### src/rtl/rtc_pkg.sv
// Shared field widths, limits and calendar helpers for the RTC counter
// and the adjust block that feeds it.
package rtc_pkg;

  localparam int SEC_W  = 6;
  localparam int MIN_W  = 6;
  localparam int HOUR_W = 6;
  localparam int DAY_W  = 6;
  localparam int MON_W  = 4;
  localparam int YEAR_W = 14;

  localparam logic [SEC_W-1:0] SEC_MAX = 6'd59;
  localparam logic [MIN_W-1:0] MIN_MAX = 6'd59;
  localparam logic [MON_W-1:0] MON_MAX = 4'd12;
  localparam logic [DAY_W-1:0] DAY_MAX = 6'd31;

  localparam logic [MON_W-1:0] FEB = 4'd2;
  localparam logic [MON_W-1:0] APR = 4'd4;
  localparam logic [MON_W-1:0] JUN = 4'd6;
  localparam logic [MON_W-1:0] SEP = 4'd9;
  localparam logic [MON_W-1:0] NOV = 4'd11;

  // Gregorian rule; all operands stay at year width so nothing overflows.
  function automatic logic is_leap(input logic [YEAR_W-1:0] y);
    return ((y % 14'd4 == 14'd0) && (y % 14'd100 != 14'd0)) ||
           (y % 14'd400 == 14'd0);
  endfunction

endpackage

### src/rtl/rtc_days_in_month.sv
// Combinational month length lookup: (month, year) -> last valid day.
module rtc_days_in_month
  import rtc_pkg::*;
(
  input  logic [MON_W-1:0]  month,
  input  logic [YEAR_W-1:0] year,
  output logic [DAY_W-1:0]  max_day
);

  always_comb begin
    max_day = DAY_MAX;
    if (month == FEB) begin
      max_day = is_leap(year) ? 6'd29 : 6'd28;
    end else if (month == APR || month == JUN || month == SEP || month == NOV) begin
      max_day = 6'd30;
    end
  end

endmodule

### src/rtl/rtc_time_counter.sv
// Calendar/time-of-day counter: advances on a 1 Hz enable, freezes while the
// adjust block holds stop_count, and loads clamped adjust values on release.
module rtc_time_counter
  import rtc_pkg::*;
#(
  parameter int unsigned HOUR_MODULUS = 24,
  parameter int unsigned YEAR_MAX     = 9999,
  parameter int unsigned RESET_YEAR   = 2024
) (
  input  logic              clk,
  input  logic              rst,
  input  logic              tick_1hz,
  input  logic              stop_count,
  input  logic [HOUR_W-1:0] adj_hour,
  input  logic [MIN_W-1:0]  adj_min,
  input  logic [SEC_W-1:0]  adj_sec,
  input  logic [DAY_W-1:0]  adj_day,
  input  logic [MON_W-1:0]  adj_month,
  input  logic [YEAR_W-1:0] adj_year,
  output logic [HOUR_W-1:0] hour,
  output logic [MIN_W-1:0]  min,
  output logic [SEC_W-1:0]  sec,
  output logic [DAY_W-1:0]  day,
  output logic [MON_W-1:0]  month,
  output logic [YEAR_W-1:0] year,
  output logic              load_done,
  output logic              day_wrap
);

  localparam logic [HOUR_W-1:0] HOUR_LAST  = HOUR_W'(HOUR_MODULUS - 1);
  localparam logic [YEAR_W-1:0] YEAR_LAST  = YEAR_W'(YEAR_MAX);
  localparam logic [YEAR_W-1:0] YEAR_RESET = YEAR_W'(RESET_YEAR);

  logic              stop_q;
  logic              load_ev;
  logic [DAY_W-1:0]  cur_max_day;
  logic [DAY_W-1:0]  adj_max_day;
  logic [HOUR_W-1:0] cl_hour;
  logic [MIN_W-1:0]  cl_min;
  logic [SEC_W-1:0]  cl_sec;
  logic [DAY_W-1:0]  cl_day;
  logic [MON_W-1:0]  cl_month;
  logic [YEAR_W-1:0] cl_year;

  assign load_ev = stop_q && !stop_count;

  rtc_days_in_month u_cur_dim (
    .month   (month),
    .year    (year),
    .max_day (cur_max_day)
  );

  // Day clamp depends on the already-clamped month and year.
  rtc_days_in_month u_adj_dim (
    .month   (cl_month),
    .year    (cl_year),
    .max_day (adj_max_day)
  );

  always_comb begin
    cl_hour  = (adj_hour > HOUR_LAST) ? '0 : adj_hour;
    cl_min   = (adj_min > MIN_MAX) ? '0 : adj_min;
    cl_sec   = (adj_sec > SEC_MAX) ? '0 : adj_sec;
    cl_month = (adj_month == '0 || adj_month > MON_MAX) ? 4'd1 : adj_month;
    cl_year  = (adj_year > YEAR_LAST) ? YEAR_LAST : adj_year;
    if (adj_day == '0) begin
      cl_day = 6'd1;
    end else if (adj_day > adj_max_day) begin
      cl_day = adj_max_day;
    end else begin
      cl_day = adj_day;
    end
  end

  always_ff @(posedge clk) begin
    if (rst) begin
      hour      <= '0;
      min       <= '0;
      sec       <= '0;
      day       <= 6'd1;
      month     <= 4'd1;
      year      <= YEAR_RESET;
      load_done <= 1'b0;
      day_wrap  <= 1'b0;
      stop_q    <= 1'b0;
    end else begin
      load_done <= 1'b0;
      day_wrap  <= 1'b0;
      stop_q    <= stop_count;
      if (load_ev) begin
        // A tick landing on the load cycle is intentionally dropped.
        hour      <= cl_hour;
        min       <= cl_min;
        sec       <= cl_sec;
        day       <= cl_day;
        month     <= cl_month;
        year      <= cl_year;
        load_done <= 1'b1;
      end else if (!stop_count && tick_1hz) begin
        if (sec >= SEC_MAX) begin
          sec <= '0;
          if (min >= MIN_MAX) begin
            min <= '0;
            if (hour >= HOUR_LAST) begin
              hour     <= '0;
              day_wrap <= 1'b1;
              if (day >= cur_max_day) begin
                day <= 6'd1;
                if (month >= MON_MAX) begin
                  month <= 4'd1;
                  year  <= (year >= YEAR_LAST) ? '0 : year + 14'd1;
                end else begin
                  month <= month + 4'd1;
                end
              end else begin
                day <= day + 6'd1;
              end
            end else begin
              hour <= hour + 6'd1;
            end
          end else begin
            min <= min + 6'd1;
          end
        end else begin
          sec <= sec + 6'd1;
        end
      end
    end
  end

endmodule

### config.mk
export PLATFORM = sky130hd
export DESIGN_NAME = rtc_time_counter
export DESIGN_NICKNAME = d
export VERILOG_FILES = /design/src/rtl/rtc_pkg.sv /design/src/rtl/rtc_days_in_month.sv /design/src/rtl/rtc_time_counter.sv
export SDC_FILE = /design/constraint.sdc
export NUM_CORES = 1
export LEC_CHECK = 0
export CORE_ASPECT_RATIO = 1.1
export CORE_MARGIN = 4
export CORE_UTILIZATION = 33
export CTS_CLUSTER_DIAMETER = 30
export DETAILED_ROUTE_END_ITERATION = 8
export PLACE_DENSITY = 0.62
export RECOVER_POWER = 25
export SLEW_MARGIN = 30
export SYNTH_ARGS = -nofsm -noshare
export SYNTH_HDL_FRONTEND = slang
export SYNTH_SLANG_ARGS = --single-unit
### constraint.sdc
create_clock -name clk -period 7.7 [get_ports clk]
set_clock_uncertainty 0.1 [all_clocks]
set_input_delay 2.31 -clock clk [delete_from_list [all_inputs] [get_ports clk]]
set_output_delay 2.31 -clock clk [all_outputs]
set_load 0.05 [all_outputs]
## Word-level counts from Yosys, hierarchy flattened

Index checks and enable logic that the tools add are counted.

| word-level totals | value |
|---|---|
| register bits | 45 |
| latch bits | 0 |
| memory bits (writable) | 0 |
| ROM bits | 0 |
| input port bits | 46 |
| output and inout bits | 44 |
| word-level logic and storage cells | 126 |
| memories kept | 0 |

| operators by class | value |
|---|---|
| add/sub/neg operators | 6 |
| multipliers | 0 |
| divide/modulo/power cells | 4 |
| order comparisons | 12 |
| equality and inequality tests | 10 |
| shift operators | 0 |
| mux-type cells | 48 |
| bitwise logic cells | 3 |
| reduce and logical (&&, ||, !) cells | 34 |

Operator list:

| kind | count |
|---|---|
| 6-bit 2-to-1 mux | 25 |
| 14-bit 2-to-1 mux | 9 |
| 14-bit logical NOT | 4 |
| 4-bit 2-to-1 mux | 8 |
| 14-bit by 7-bit remainder unit with 14-bit output (second input constant) | 2 |
| 14-bit by 9-bit remainder unit with 14-bit output (second input constant) | 2 |
| 14-bit nonzero test | 2 |
| 6-bit by 1-bit adder with 6-bit output (second input constant) | 4 |
| 4-bit by 3-bit == test with 1-bit output (second input constant) | 4 |
| 4-bit == test (second input constant) | 4 |
| 14-bit by 1-bit adder with 14-bit output (second input constant) | 1 |
| 14-bit greater-or-equal comparator (second input constant) | 1 |
| 14-bit greater-than comparator (second input constant) | 1 |
| 6-bit greater-or-equal comparator (second input constant) | 2 |
| 6-bit greater-than comparator (second input constant) | 2 |
| 2-bit nonzero test | 6 |
| 1-bit logical OR | 9 |
| 4-bit by 2-bit == test with 1-bit output (second input constant) | 2 |
| 6-bit by 5-bit greater-or-equal comparator with 1-bit output (second input constant) | 1 |
| 6-bit greater-or-equal comparator | 1 |
| 6-bit by 5-bit greater-than comparator with 1-bit output (second input constant) | 1 |
| 6-bit greater-than comparator | 1 |
| 6-bit logical NOT | 1 |
| 1-bit 2-to-1 mux | 6 |
| 13 further kinds | 18 |

## Logic depth before layout (Yosys ltp)

Gate-level depths: netlist (run 1).

| logic depth | value |
|---|---|
| depth after elaboration | 13 |
| depth in mapped cells | 32 |

## By module

Synthesis (run 1) repeated with hierarchy kept, for this count alone.

| unflattened totals | value |
|---|---|
| cells, all modules | 959 |
| area total of the unflattened synthesis | 6947.9 µm² |

Modules (own cells, without submodules):

| module | instances | cells an instance | area an instance (µm²) | seq. area each (µm²) |
|---|---|---|---|---|
| rtc_days_in_month | 2 | 280 | 1919.3 | 0.0 |
| rtc_time_counter | 1 | 399 | 3109.2 | 900.9 |

## Least setup slack after synthesis (run 1)

Ideal clock, no wire load.

| timing | value |
|---|---|
| kind | input -> register |
| start point | input adj_year[9] |
| end point | register day[1] |
| library setup time | 0.066 ns |
| arrival | 7.066 ns |
| required time | 7.534 ns |
| setup slack | 0.468 ns |
| stages on the path | 27 |
| path buffers | 2 |
| cells stage by stage | buf_2 o31ai_1 and2_0 clkbuf_1 a211oi_1 o31ai_2 mux2_2 o21a_1 o2111ai_1 o211ai_1 a21oi_1 mux2i_1 nor3_1 a211oi_1 and4bb_1 o31ai_1 o21a_1 ha_1 inv_1 a21oi_1 a211oi_1 nor2_1 nor2_1 a21oi_1 o211ai_1 o21ai_0 nor2_1 |

| between the ends | value |
|---|---|
| word-level cells in the longest chain between the ends | 12 |
| elaborated cells on any way between the ends | 15 |

RTL lines:

| element | RTL line | text |
|---|---|---|
| start: declaration | rtc_time_counter.sv:19 | `input logic [YEAR_W-1:0] adj_year,` |
| 14-bit greater-than comparator | rtc_time_counter.sv:65 | `cl_year = (adj_year > YEAR_LAST) ? YEAR_LAST : adj_year;` |
| 14-bit 2-to-1 mux * | rtc_time_counter.sv:65 |  |
| 14-bit by 7-bit remainder unit with 14-bit output | rtc_pkg.sv:25 | `return ((y % 14'd4 == 14'd0) && (y % 14'd100 != 14'd0)) \|\|` |
| 14-bit nonzero test | rtc_pkg.sv:25 |  |
| 1-bit logical AND | rtc_pkg.sv:25 |  |
| 1-bit logical OR * | rtc_pkg.sv:25 |  |
| 1-bit 2-to-1 mux * | rtc_days_in_month.sv:13 | `max_day = is_leap(year) ? 6'd29 : 6'd28;` |
| 6-bit 2-to-1 mux * | rtc_days_in_month.sv:12 | `if (month == FEB) begin` |
| 6-bit greater-than comparator * | rtc_time_counter.sv:68 | `end else if (adj_day > adj_max_day) begin` |
| 6-bit 2-to-1 mux * | rtc_time_counter.sv:68 |  |
| 6-bit 2-to-1 mux * | rtc_time_counter.sv:66 | `if (adj_day == '0) begin` |
| 6-bit 2-to-1 mux * | rtc_time_counter.sv:90 | `if (load_ev) begin` |
| end signal: assignment | rtc_time_counter.sv:95 | `day <= cl_day;` |
| end signal: assignment | rtc_time_counter.sv:116 | `day <= day + 6'd1;` |
| end: declaration | rtc_time_counter.sv:23 | `output logic [DAY_W-1:0] day,` |

Every way passes the cells marked *; elsewhere a longest branch is shown, timed or not.
A chain may end at the register's enable or synchronous reset.

## Worst setup path after layout (run 1)

| timing | value |
|---|---|
| start point | input adj_year[13] |
| end point | register day[1] |

Same word-level chain as after synthesis.

==> metrics.yaml, run 1 <==
hold_path.class: "register to register"
tritoncts: "yes"
overflow: 0
start_kind: "primary input"
total_leakage_power_nw: 3.05
cts.path.max_buffers: 2
finalCriticalPeriod_ns: 7.54
synthArstFlopShare_pct: 0
worstHoldPathCells: 1
insertion_delay_ns: 0.29
rows: 50
antenna_found_initial: 0
multi_input_area_um2: 4950
maxSlewHeadroom_pct: 26.2
finalNetCount: 1054
arrival_ns: 7.58
report.final.slew_viol_count: 0
tightest_slew_ns: 1.11
synth-seq-cells: 45
drc: 0
coreArea_um2: 17300
finalPower_w: 0.00106
p_per_area_nw_per_um2: 130
hpwl_um: 14200
ir_worst_vdd_uv: 119
most-common-layout-cells: "98 x buf_4, 85 x nor2_1, 74 x nand2_1, 68 x clkdlybuf4s50_1, 52 x o21ai_0"
cts.clk_slew.worst_paths_ns: 0.07
period_share_pct: 97.9
ant_nets: 0
first_pass_iters: 5
gr-usage-all-layers_pct: 17.7
synth_cells: 841
holdCritStartpoint: "hour[5]$_SDFFE_PP0P_"
io_buffers: 89
dieArea_um2: 20000
initial_core_util_pct: 34.1
ys.flop_type: "dfxtp_1"
place_congestion: 0.883
critPathCaptureType: "register"
stdcell_count: 1229
drt_iter0_drc: 378
area_delta_synth_final_pct: 39.1
htreeDepth: 2
syn_area_um2: 5880
synth_edf_count: 0
fmax_mhz: 133
crit_type: "primary input to register"
grt_pass1_vias: 6486
clock-sinks: 45
worstReg2RegEnd: "year[6]$_SDFFE_PP1P_"
yosysWarnings: 0
grt_max_degree: 29
r2r_cells: 30
cp_max_fo: 9
cap_viol_max_count: 0
layout-drive-gt1-share_pct: 22.3
synth_sequential_area_ratio_pct: 15.3
vias: 7032
num_io_pins: 90
regArea_um2: 906
post_dp_cell_area_um2: 7560
fillers: 1766
numCtsBuffers: 5
grt_pass1_wl_um: 30700
r2r_start: "year[11]$_SDFFE_PP0P_"
status: "finished, final reports clean"
n_antenna_cell: 0
wl_per_cell_um: 15.5
holdPathEnd: "hour[5]$_SDFFE_PP0P_"
viasPerCell: 5.72
hold_viol_final: 0
hold_ws_ns: 0.395
root_buffer: "clkbuf_16"
synth_area_per_cell_um2: 6.99
final_common_cell: "buf_4"
die_w_um: 135
drt-total-wl_um: 19000
synth_cell_types: 104
syn-num-nets: 901
die_h_um: 148
rrSetupSlack_ns: 0.53
placed_cells: 1210
postLayoutCellArea_um2: 8180
setup_viol: 0
worst_ep_required_time_ns: 7.75
layer usage:
metal / share of wire [%] / GRT usage [%] / up-vias
met3: 4.1 / 2.21 / 26
met1: 47 / 24.0 / 3289
met4: 1.8 / 4.54 / 0
met2: 47 / 29.8 / 181
li1: - / - / 3536
met5: 0 / 0 / -
cell usage after synthesis (9+ instances only):
cell	instances	area share (%)
nor2_1	91	5.8
nand2_1	76	4.9
o21ai_0	57	4.9
a21oi_1	56	4.8
dfxtp_1	45	15
nand3_1	40	3.4
nor3_1	32	2.7
inv_1	31	2.0
clkbuf_1	25	1.6
a211oi_1	22	2.8
o211ai_1	17	2.2
xnor2_1	15	2.2
ha_1	14	3.0
o31ai_1	14	1.8
a22oi_1	13	1.7
and3_1	13	1.4
buf_2	13	1.1
a31oi_1	12	1.3
mux2i_1	10	1.7
nand2b_1	10	1.1
o21ai_1	10	0.85
and2_1	9	0.96
o21a_1	9	1.1
power by group:
part	switching (W)	leakage (nW)	internal, W
logic	0.000291	2.60	0.000273
clock network	0.0000975	0.0848	0.000156
registers	0.00000598	0.363	0.000236
kinds of logic (layout without fill, tap and decap cells):
family                     Yosys count  after routing  share of synthesized area [%]
AOI/OAI and AO/OA                  327            327                           40.9
xor gates and xnor gates            20             20                           3.11
adders and majority gates           16             16                           3.32
buffers and inverters               82            236                           6.15
DFF                                 45             45                           15.3
muxes                               16             16                           3.11
and+or+nand+nor                    335            335                           28.1
critical path, cell delays in order:
cell	delay (ns)
clkdlybuf4s50_1	0.42
buf_6	0.15
or2_2	0.31
o32a_1	0.44
a31oi_2	0.28
nor2_2	0.09
a2111oi_2	0.36
mux2_4	0.23
o21a_1	0.20
buf_4	0.15
nand3_1	0.16
and2_1	0.23
o32ai_2	0.32
o21ba_2	0.25
o31ai_1	0.08
o211ai_1	0.25
mux2i_1	0.23
o21a_1	0.19
ha_4	0.14
inv_1	0.04
a21oi_2	0.15
a211oi_2	0.05
nor2_2	0.14
nor2_1	0.06
a21oi_1	0.11
o211ai_1	0.09
o21ai_1	0.10
nor2_1	0.05
metrics by stage:
step	util (%)	setup WS, ns	TNS (ns)
after global routing	47.4	-0.0939	-0.166
after floorplan	-	0.468	0
after global placement	43.8	-0.202	-0.394
after CTS	44.8	0.0147	0
final	47.4	0.162	0
after detailed placement	43.8	-0.251	-0.471
what timing repair did:
| action | in CTS | in global routing |
|---|---|---|
| hold buffers | 0 | 0 |
| resized for setup | 0 | 90 |
| setup endpoints to repair | 0 | 20 |
| buffers inserted | 0 | 11 |
worst max-delay path by stage:
stage / depth (start not counted) / end / slack, ns / from
6_report: 28 / day[1]$_SDFFE_PP0P_ / 0.16 / adj_year[13]
5_1_grt: 30 / day[1]$_SDFFE_PP0P_ / -0.09 / adj_year[13]
4_1_cts: 22 / day[0]$_SDFFE_PP1P_ / 0.01 / adj_year[8]
3_5_place_dp: 22 / day[0]$_SDFFE_PP1P_ / -0.25 / adj_year[8]
3_3_place_gp: 22 / day[0]$_SDFFE_PP1P_ / -0.20 / adj_year[8]
2_1_floorplan: 27 / day[1]$_SDFFE_PP0P_ / 0.47 / adj_year[9]
state kept, by name, indices dropped and copies added (netlist names):
signal     count
month          4
load_done      1
min            6
year          14
day_wrap       1
hour           6
sec            6
day            6
stop_q         1
area by class of cell:
cell class | instances | share of cell area [%]
clock inverters | 3 | 0.581
clock buffers | 5 | 1.53
well taps | 234 | 3.58
flip-flops and latches | 45 | 11.1
repair buffers | 195 | 21.2
multi-input cells | 714 | 60.5
inverters | 33 | 1.51
No activity file was read; power rests on OpenSTA's default activity.
==> run 2: changes to the inputs <==
--- a/config.mk
+++ b/config.mk
@@ -11,7 +11,7 @@
 export CTS_CLUSTER_DIAMETER = 30
 export DETAILED_ROUTE_END_ITERATION = 8
 export PLACE_DENSITY = 0.62
-export RECOVER_POWER = 25
+export RECOVER_POWER = 100
 export SLEW_MARGIN = 30
 export SYNTH_ARGS = -nofsm -noshare
 export SYNTH_HDL_FRONTEND = slang
==> metrics.yaml, run 2 (synthesis gave the netlist of run 1 again) <==
status: "finished, final reports clean"
hold_viol_final: 0
period_share_pct: 97.8
gr-usage-all-layers_pct: 17.7
postLayoutCellArea_um2: 8180
coreArea_um2: 17300
finalPower_w: 0.00106
cp_max_fo: 9
grt_max_degree: 29
setup_viol: 0
viasPerCell: 5.71
final_core_util_pct: 47.3
num_io_pins: 90
slowest_stage: "o32a_1"
initial_core_util_pct: 34.1
dieArea_um2: 20000
htreeDepth: 2
n_antenna_cell: 0
layout-drive-gt1-share_pct: 22.2
overflow: 0
tritoncts: "yes"
tightest_slew_ns: 1.11
die_w_um: 135
hpwl_um: 14200
cts.clk_slew.worst_paths_ns: 0.07
cpPeakStageDelay_ns: 0.44
antenna_found_initial: 0
total_leakage_power_nw: 3.09
report.final.slew_viol_count: 0
crit_type: "primary input to register"
drc: 0
maxSlewHeadroom_pct: 26.2
largest_reg_flops: 14
ctsHoldBuffers: 0
fmax_mhz: 133
root_buffer: "clkbuf_16"
rows: 50
regMostFlops: "year"
die_h_um: 148
arrival_ns: 7.57
ir_worst_vdd_uv: 118
clock-sinks: 45
place_congestion: 0.883
area_delta_synth_final_pct: 39.0
critPathBufInv: 4
critPathTopFamily: "compound AO/OA/AOI/OAI gates"
post_dp_cell_area_um2: 7560
final_common_cell: "buf_4"
numCtsBuffers: 5
io_buffers: 89
vias: 7021
cts.path.max_buffers: 2
most-common-layout-cells: "97 x buf_4, 85 x nor2_1, 74 x nand2_1, 52 x o21ai_0"
cap_viol_max_count: 0
finalCriticalPeriod_ns: 7.53
ant_nets: 0
drt-total-wl_um: 19000
critPathCaptureType: "register"
first_pass_iters: 5
start_kind: "primary input"
wl_per_cell_um: 15.4
insertion_delay_ns: 0.29
p_per_area_nw_per_um2: 130
finalNetCount: 1054
grt_pass1_vias: 6486
drt_iter0_drc: 389
worst_ep_required_time_ns: 7.75
grt_pass1_wl_um: 30700
hold_path.class: "register to register"
## run 2: routing by layer
metal  global-route usage (%)  up-vias  share of wire [%]
li1                         -     3535                  -
met1                     24.0     3309                 47
met2                     29.8      151                 48
met3                     2.21       26                3.5
met4                     4.54        0                1.8
met5                        0        -                  0
## run 2: stage by stage
stage	worst slack (ns)	instances	hold slack (ns)	TNS, ns
6_report	0.171	1229	0.395	0
3_5_place_dp	-0.251	1210	0.389	-0.471
4_1_cts	0.0147	1218	0.402	0
2_1_floorplan	0.468	841	0.428	0
5_1_grt	-0.0939	1229	0.415	-0.166
3_3_place_gp	-0.202	1210	0.384	-0.394
## run 2: power by group
group / leakage (nW) / internal [W] / switching [W]
combinational: 2.64 / 0.000273 / 0.000291
sequential: 0.363 / 0.000236 / 0.00000594
clock: 0.0848 / 0.000156 / 0.0000978
total: 3.09 / 0.000664 / 0.000395
## run 2: timing repair
item | in CTS | in global routing
setup endpoints to repair | 0 | 20
hold endpoints to repair | 0 | 0
resized for setup | 0 | 90
buffers inserted | 0 | 11
## run 2: path summary, 6_finish.rpt
kind | startpoint | endpoint | slack, ns | cells after the start
setup / recovery | adj_year[13] | day[1]$_SDFFE_PP0P_ | 0.17 | 28
hold / removal | hour[5]$_SDFFE_PP0P_ | hour[5]$_SDFFE_PP0P_ | 0.39 | 1
setup reg to reg | year[11]$_SDFFE_PP0P_ | year[6]$_SDFFE_PP1P_ | 0.52 | 30
hold reg to reg | hour[5]$_SDFFE_PP0P_ | hour[5]$_SDFFE_PP0P_ | 0.39 | 1
## run 2: layout make-up
cell class                      count  area (µm²)
Multi-Input combinational cell    714        4950
Tap cell                          234         293
Inverter                           33         124
Timing Repair Buffer              195        1730
Clock inverter                      3        47.5
Clock buffer                        5         125
Sequential cell                    45         906
Fill cell                        1768        9090
==> run 3: changes to the inputs <==
--- a/config.mk
+++ b/config.mk
@@ -8,6 +8,7 @@
 export CORE_ASPECT_RATIO = 1.1
 export CORE_MARGIN = 4
 export CORE_UTILIZATION = 33
+export CTS_BUF_LIST = sky130_fd_sc_hd__clkbuf_8
 export CTS_CLUSTER_DIAMETER = 30
 export DETAILED_ROUTE_END_ITERATION = 8
 export PLACE_DENSITY = 0.62
==> metrics.yaml, run 3 (synthesis gave the netlist of run 1 again) <==
insertion_delay_ns: 0.31
rows: 50
finalNetCount: 1052
critPathCaptureType: "register"
maxSlewHeadroom_pct: 48.0
numCtsBuffers: 5
antenna_found_initial: 0
vias: 7015
gr-usage-all-layers_pct: 17.7
first_pass_iters: 5
report.final.slew_viol_count: 0
coreArea_um2: 17300
overflow: 0
status: "finished, final reports clean"
final_core_util_pct: 46.6
dieArea_um2: 20000
total_leakage_power_nw: 3.04
fin_setup_tns_ns: 0
place_congestion: 0.883
cp_max_fo: 9
ant_nets: 0
final_common_cell: "buf_4"
multi_input_area_um2: 4890
grt_pass1_wl_um: 30700
hpwl_um: 14200
drc: 0
largest_reg_flops: 14
ir_worst_vdd_uv: 118
drt_iter0_drc: 412
fillers: 1799
grt_setup_unrepaired: "true"
ctsHoldBuffers: 0
worst_ep_required_time_ns: 7.79
setup_viol: 0
arrival_ns: 7.63
regArea_um2: 906
most-common-layout-cells: "96 x buf_4, 85 x nor2_1, 74 x nand2_1, 54 x o21ai_0, 51 x a21oi_1"
tightest_slew_ns: 0.777
start_kind: "primary input"
grt_pass1_vias: 6479
cts.clk_slew.worst_paths_ns: 0.10
layout-drive-gt1-share_pct: 20.8
hold_viol_final: 0
crit_type: "primary input to register"
finalCriticalPeriod_ns: 7.54
finalPower_w: 0.000977
root_buffer: "clkbuf_8"
cts.path.max_buffers: 2
clock-sinks: 45
regMostFlops: "year"
htreeDepth: 2
die_h_um: 148
die_w_um: 135
n_antenna_cell: 0
fmax_mhz: 133
p_per_area_nw_per_um2: 122
drt-total-wl_um: 18800
postLayoutCellArea_um2: 8040
cap_viol_max_count: 0
num_io_pins: 90
grt_max_degree: 29
initial_core_util_pct: 34.1
wl_per_cell_um: 15.3
period_share_pct: 98.0
hold_path.class: "register to register"
tritoncts: "yes"
post_dp_cell_area_um2: 7560
io_buffers: 89
hold_ws_ns: 0.399
area_delta_synth_final_pct: 36.7
viasPerCell: 5.72
==> run 3: cell count changes in the layout (fill, tap and decap cells not counted), moves of 2 or more <==
| cell | before | now |
|---|---|---|
| a21oi_1 | 46 | 51 |
| nor3_2 | 6 | 4 |
| nor3_1 | 27 | 29 |
| a21oi_2 | 11 | 6 |
| o21ai_0 | 52 | 54 |
| clkbuf_16 | 5 | 0 |
| clkbuf_8 | 0 | 5 |
==> run 3: path summary, 6_finish.rpt <==
kind	startpoint	to	slack [ns]	cells after the start
hold reg to reg	hour[5]$_SDFFE_PP0P_	hour[5]$_SDFFE_PP0P_	0.40	1
setup reg to reg	year[11]$_SDFFE_PP0P_	year[6]$_SDFFE_PP1P_	0.55	30
setup / recovery	adj_year[13]	day[0]$_SDFFE_PP1P_	0.16	24
hold / removal	hour[5]$_SDFFE_PP0P_	hour[5]$_SDFFE_PP0P_	0.40	1
==> run 3: worst max-delay path: stages <==
cell,delay (ns)
clkdlybuf4s50_1,0.42
buf_6,0.15
or2_2,0.31
o32a_1,0.44
a31oi_2,0.28
nor2_2,0.09
a2111oi_2,0.36
mux2_4,0.23
o21a_1,0.19
buf_4,0.14
nand3_1,0.15
a31oi_2,0.28
o22ai_2,0.17
buf_4,0.16
a21oi_1,0.10
o21ai_0,0.09
a2111oi_1,0.40
o31ai_1,0.13
o21a_1,0.20
ha_1,0.29
a211oi_2,0.21
nor2_2,0.06
buf_4,0.13
o41a_1,0.31
==> run 3: through the flow <==
step	instances	setup slack [ns]
floorplan	841	0.468
global placement	1210	-0.202
detailed placement	1210	-0.251
CTS	1218	0.0365
global route	1227	-0.121
finish	1227	0.156
==> run 3: area by class of cell <==
type                    instances  area share (%)
repair buffers                193            21.3
multi-input cells             714            60.8
well taps                     234            3.64
clock inverters                 3           0.591
inverters                      33            1.54
clock buffers                   5           0.856
flip-flops and latches         45            11.3
==> run 3: power breakdown <==
group	switching, W	total, W	internal [W]
sequential	0.00000592	0.000242	0.000236
clock	0.0000911	0.000190	0.0000991
combinational	0.000281	0.000545	0.000264
total	0.000378	0.000977	0.000599
==> run 3: timing repair <==
action                                  in CTS  in global routing
gates resized for setup                      0                 75
endpoints found under the setup margin       0                 20
hold endpoints to repair                     0                  0
buffers inserted                             0                  9
==> run 3: per-layer routing <==
layer	part of all wire, %	track usage, %	wire length, µm
met2	48	29.9	8950
met4	1.9	4.39	365
met3	3.9	2.11	726
met1	47	23.9	8780
met5	0	0	0
